`config.mk`:
```
export PLATFORM = sky130hd
export DESIGN_NAME = ifft_8pt_serial
export DESIGN_NICKNAME = d
export VERILOG_FILES = /design/src/rtl/ifft_8pt_serial.sv
export SDC_FILE = /design/constraint.sdc
export NUM_CORES = 1
export LEC_CHECK = 0
export CAP_MARGIN = 20
export CORE_ASPECT_RATIO = 1.1
export CORE_MARGIN = 3
export CORE_UTILIZATION = 25
export DETAILED_ROUTE_END_ITERATION = 12
export PLACE_DENSITY = 0.44
export SLEW_MARGIN = 5
export SYNTH_ARGS = -nofsm -noshare
export SYNTH_HDL_FRONTEND = slang
export SYNTH_SLANG_ARGS = --single-unit
```
`constraint.sdc`:
```
create_clock -name clk -period 25.7 [get_ports clk]
set_input_delay 2.57 -clock clk [delete_from_list [all_inputs] [get_ports clk]]
set_output_delay 2.57 -clock clk [all_outputs]
set_load 0.1 [all_outputs]
```
`src/rtl/ifft_8pt_serial.sv`:
```
// ifft_8pt_serial: 8-point radix-2 DIT inverse FFT, one shared butterfly over an in-place frame buffer
module ifft_8pt_serial #(
    parameter int DW   = 12,
    parameter int TW_C = 181
) (
    input  logic          clk,
    input  logic          rst_n,
    input  logic          in_valid,
    output logic          in_ready,
    input  logic [DW-1:0] in_re,
    input  logic [DW-1:0] in_im,
    output logic          out_valid,
    input  logic          out_ready,
    output logic [DW-1:0] out_re,
    output logic [DW-1:0] out_im,
    output logic          out_last
);
    localparam int W = DW + 10;
    localparam logic signed [W-1:0] TWC  = W'(TW_C);
    localparam logic signed [W-1:0] MAXV = W'((1 << (DW - 1)) - 1);
    localparam logic signed [W-1:0] MINV = -MAXV - W'(1);

    typedef enum logic [1:0] {LOAD, CALC, OUT} state_t;

    state_t state, state_nx;
    logic signed [DW-1:0] mem_re [8];
    logic signed [DW-1:0] mem_im [8];
    logic [2:0] cnt, ocnt, a, b;
    logic [1:0] stg, bj, k;
    logic last_bf;
    logic signed [W-1:0] ar, ai, br, bi, pd, ps, tr, ti;
    logic signed [DW-1:0] yr0, yi0, yr1, yi1;

    function automatic logic signed [DW-1:0] sat(input logic signed [W-1:0] v);
        return v > MAXV ? DW'(MAXV) : v < MINV ? DW'(MINV) : DW'(v);
    endfunction

    // Butterfly addressing, inverse twiddle multiply and halved, saturated butterfly outputs
    always_comb begin
        a   = stg == 2'd0 ? {bj, 1'b0} : stg == 2'd1 ? {bj[1], 1'b0, bj[0]} : {1'b0, bj};
        b   = a | (3'b001 << stg);
        k   = stg == 2'd0 ? 2'd0 : stg == 2'd1 ? {bj[0], 1'b0} : bj;
        ar  = mem_re[a];
        ai  = mem_im[a];
        br  = mem_re[b];
        bi  = mem_im[b];
        pd  = (br - bi) * TWC;
        ps  = (br + bi) * TWC;
        tr  = k == 2'd0 ? br : k == 2'd1 ? pd >>> 8 : k == 2'd2 ? -bi : (-ps) >>> 8;
        ti  = k == 2'd0 ? bi : k == 2'd1 ? ps >>> 8 : k == 2'd2 ? br  : pd >>> 8;
        yr0 = sat((ar + tr) >>> 1);
        yi0 = sat((ai + ti) >>> 1);
        yr1 = sat((ar - tr) >>> 1);
        yi1 = sat((ai - ti) >>> 1);
        last_bf = stg == 2'd2 && bj == 2'd3;
    end

    // Next-state and handshake/output decode
    always_comb begin
        state_nx  = state;
        in_ready  = state == LOAD;
        out_valid = state == OUT;
        out_last  = state == OUT && ocnt == 3'd7;
        out_re    = state == OUT ? mem_re[ocnt] : '0;
        out_im    = state == OUT ? mem_im[ocnt] : '0;
        state_nx  = state == LOAD && in_valid && cnt == 3'd7      ? CALC :
                    state == CALC && last_bf                      ? OUT  :
                    state == OUT && out_ready && ocnt == 3'd7     ? LOAD : state;
    end

    // State, counters and in-place buffer updates (bit-reversed load, butterfly write-back)
    always_ff @(posedge clk or negedge rst_n) begin
        if (!rst_n) begin
            state <= LOAD;
            cnt   <= '0;
            ocnt  <= '0;
            stg   <= '0;
            bj    <= '0;
            for (int i = 0; i < 8; i++) begin
                mem_re[i] <= '0;
                mem_im[i] <= '0;
            end
        end else begin
            state <= state_nx;
            if (state == LOAD && in_valid) begin
                mem_re[{cnt[0], cnt[1], cnt[2]}] <= in_re;
                mem_im[{cnt[0], cnt[1], cnt[2]}] <= in_im;
                cnt <= cnt + 3'd1;
            end
            if (state == CALC) begin
                mem_re[a] <= yr0;
                mem_im[a] <= yi0;
                mem_re[b] <= yr1;
                mem_im[b] <= yi1;
                {stg, bj} <= last_bf ? 4'd0 : {stg, bj} + 4'd1;
            end
            if (state == OUT && out_ready)
                ocnt <= ocnt + 3'd1;
        end
    end
endmodule
```
==> reports/metrics.yaml <==
placement:
  placedCellCount: 4531
  gp_congestion: 0.928
  port_buffers: 54
  dp_hpwl_um: 91000
route:
  vias: 26800
  wire_per_inst_um: 27.5
  drtAntennaViolNets: 0
  drc: 0
  first_pass_iters: 11
  drt_iter0_markers: 3406
  viasPerCell: 5.85
  routed_wl_um: 126000
die:
  initial_utilization_pct: 25.3
  die_area_um2: 109000
  chipHeight_um: 347
  die_w_um: 316
  io_pins: 55
  rows: 124
  core_um2: 104000
critical_path:
  start_kind: "flop"
  cpPeakStageDelay_ns: 0.68
  worstSetupEndpointType: "flop"
  crit_path_top_delay_cell: "ha_1"
  rr_worst_depth: 46
  timing.rr.end: "mem_re[24]$_DFF_PN0_"
  critPathLaunch: "stg[0]$_DFFE_PN0N_"
  rrSetupSlack_ns: 11.00
  cp_max_fo: 71
  r2r_start: "stg[0]$_DFFE_PN0N_"
  cp.required_ns: 26.09
  worstPathArrival_ns: 15.08
  cpMostUsedCell: "inv_1"
  setup.worst_path.class: "reg2reg"
power_and_ir_drop:
  switching_power_uw: 183
  powerDensity_nw_per_um2: 26.0
  p_int_uw: 580
  p_total_uw: 763
  p_leak_nw: 11.6
  ir_drop_v: 0.0000333
  power.share.clock_pct: 55.6
  comb_power_share_pct: 2.4
  sequentialPowerShare_pct: 42.1
  switching_share_pct: 24.0
synthesis:
  synthTopCellsByCount: "nand2_1 (361), nor2_1 (259), inv_1 (241), ha_1 (212), dfrtp_1 (204)"
  yosysTopAreaCell: "dfrtp_1"
  synth_area_leaders: "dfrtp_1 (19%), ha_1 (10%), mux2i_1 (5.7%), fa_1 (5.2%), nand2_1 (5.1%)"
  avgSynthCellArea_um2: 8.15
  synth_enable_flop_cells: 0
  yosysMostFrequentCell: "nand2_1"
  synth_flop_cell: "dfrtp_1"
  syn_inst: 3236
  ys_warn_count: 0
  synth_nets: 3545
  netlist_area_um2: 26400
  synth-seq-cells: 204
  ys_types: 105
  async_reset_ff_share_pct: 100
  yosys.area.top_type_share_pct: 19.3
  yosysSeqAreaShare_pct: 19.3
clock_tree:
  cts_buffer_depth: 3
  htreeDepth: 1
  cts_tree: "done"
  cts_made_buffers: 24
  clkSinkCount: 204
  clk_pin_slew_ns: 0.07
  clock_latency_ns: 0.58
  clockRootBuffer: "clkbuf_16"
  ctsHoldBuffers: 0
  post_cts_resized: 0
  postCtsSetupRepairBufs: 0
timing:
  worstMarginPinSlew_ns: 1.22
  timing.slew.headroom_pct: 18.7
  tns_ns: 0
  max_freq_mhz: 68.0
  holdWs_ns: 0.575
  fin_skew_ns: 0.0211
  fin_crit_ns: 14.70
  grt_setup_unrepaired: "false"
  maxSlewViolCount: 0
  fin_crit_sh_pct: 57.2
  finalSetupViolCount: 0
  finalHoldViolCount: 0
worst_hold_path:
  hold_start: "mem_re[1]$_DFF_PN0_"
  hold_depth: 2
  whs_endpoint: "mem_re[1]$_DFF_PN0_"
  hp-class: "reg2reg"
layout:
  area_delta_synth_final_pct: 11.4
  drive_above_1_share_pct: 8.40
  nets: 3480
  instances_no_fill: 4576
grt:
  met1_usage_pct: 30.1
  track_usage_pct: 22.3
  grt.overflow.total: 0
  gr-usage-met3_pct: 2.99
  grt_util_met2_pct: 35.7
  grt_pass1_vias: 26000
  antenna_found_initial: 2
  busiest_layer: "met2"
  grt_pass1_wl_um: 184000
  grt_max_degree: 82
run:
  drv_cap: 0
run_status:
  status: "completed"
[layer usage]
layer | share of wire (%) | up-vias
met5 | 0 | -
met4 | 4.7 | 0
met3 | 7.8 | 290
met2 | 45 | 1334
met1 | 42 | 13300
li1 | - | 11800
[sequential cells by signal, indices dropped and copies added, names as in the netlist]
name / cells
cnt: 3
stg: 2
ocnt: 3
mem_re: 96
mem_im: 96
bj: 2
state: 2
[worst max-delay path, delay by kind of cell (launching register included)]
family	cells	cell delay [ns]
AOI/OAI and AO/OA	18	5.17
and+or+nand+nor	11	3.97
adders and majority gates	7	3.21
buffers and inverters	7	1.07
xor gates and xnor gates	3	0.63
DFF	1	0.36
[area by class of cell]
class	count	area [µm²]
Sequential cell	204	5120
Antenna cell	1	2.50
Clock inverter	14	260
Fill cell	11300	74900
Inverter	246	926
Timing Repair Buffer	135	1180
Multi-Input combinational cell	2560	19500
Tap cell	1386	1730
Clock buffer	30	664
[power by group through the flow]
stage | sequential [mW] | clock [mW] | combinational (mW)
2_1_floorplan | 0.327 | 0 | 0.00409
3_3_place_gp | 0.327 | 0 | 0.0185
3_5_place_dp | 0.327 | 0 | 0.0182
4_1_cts | 0.321 | 0.427 | 0.0182
5_1_grt | 0.321 | 0.439 | 0.0195
6_report | 0.321 | 0.424 | 0.0182
[logic make-up after synthesis]
group                    synth area share [%]
AND/OR/NAND/NOR                          18.2
AO/OA/AOI/OAI                            25.2
buffers and inverters                    7.00
adder cells (fa/ha/maj)                  15.3
multiplexers                             10.4
flip-flops                               19.3
XOR/XNOR                                 4.48
[worst max path at each step]
| stage | endpoint | depth (start not counted) |
|---|---|---|
| 2_1_floorplan | mem_re[66]$_DFF_PN0_ | 51 |
| 3_3_place_gp | mem_re[31]$_DFF_PN0_ | 46 |
| 3_5_place_dp | mem_re[24]$_DFF_PN0_ | 46 |
| 4_1_cts | mem_re[24]$_DFF_PN0_ | 46 |
| 5_1_grt | mem_re[24]$_DFF_PN0_ | 46 |
| 6_report | mem_re[24]$_DFF_PN0_ | 46 |
[cells in the final DEF (no fill, tap or decap), types with 80 or more instances in the layout]
master	instances
nand2_1	360
nor2_1	256
inv_1	241
ha_1	212
dfrtp_1	197
a21oi_1	174
mux2i_1	149
o21ai_0	114
xnor2_1	95
a222oi_1	80
[per-stage QoR]
stage	instance area [µm²]	worst slack, ns	util, %
2_1_floorplan	26400	13.91	-
3_3_place_gp	28400	11.46	27.2
3_5_place_dp	28500	11.25	27.3
4_1_cts	29400	11.18	28.2
5_1_grt	29400	10.14	28.2
6_report	29400	11.00	28.2
Note: power is estimated with default switching activity, not from simulation.
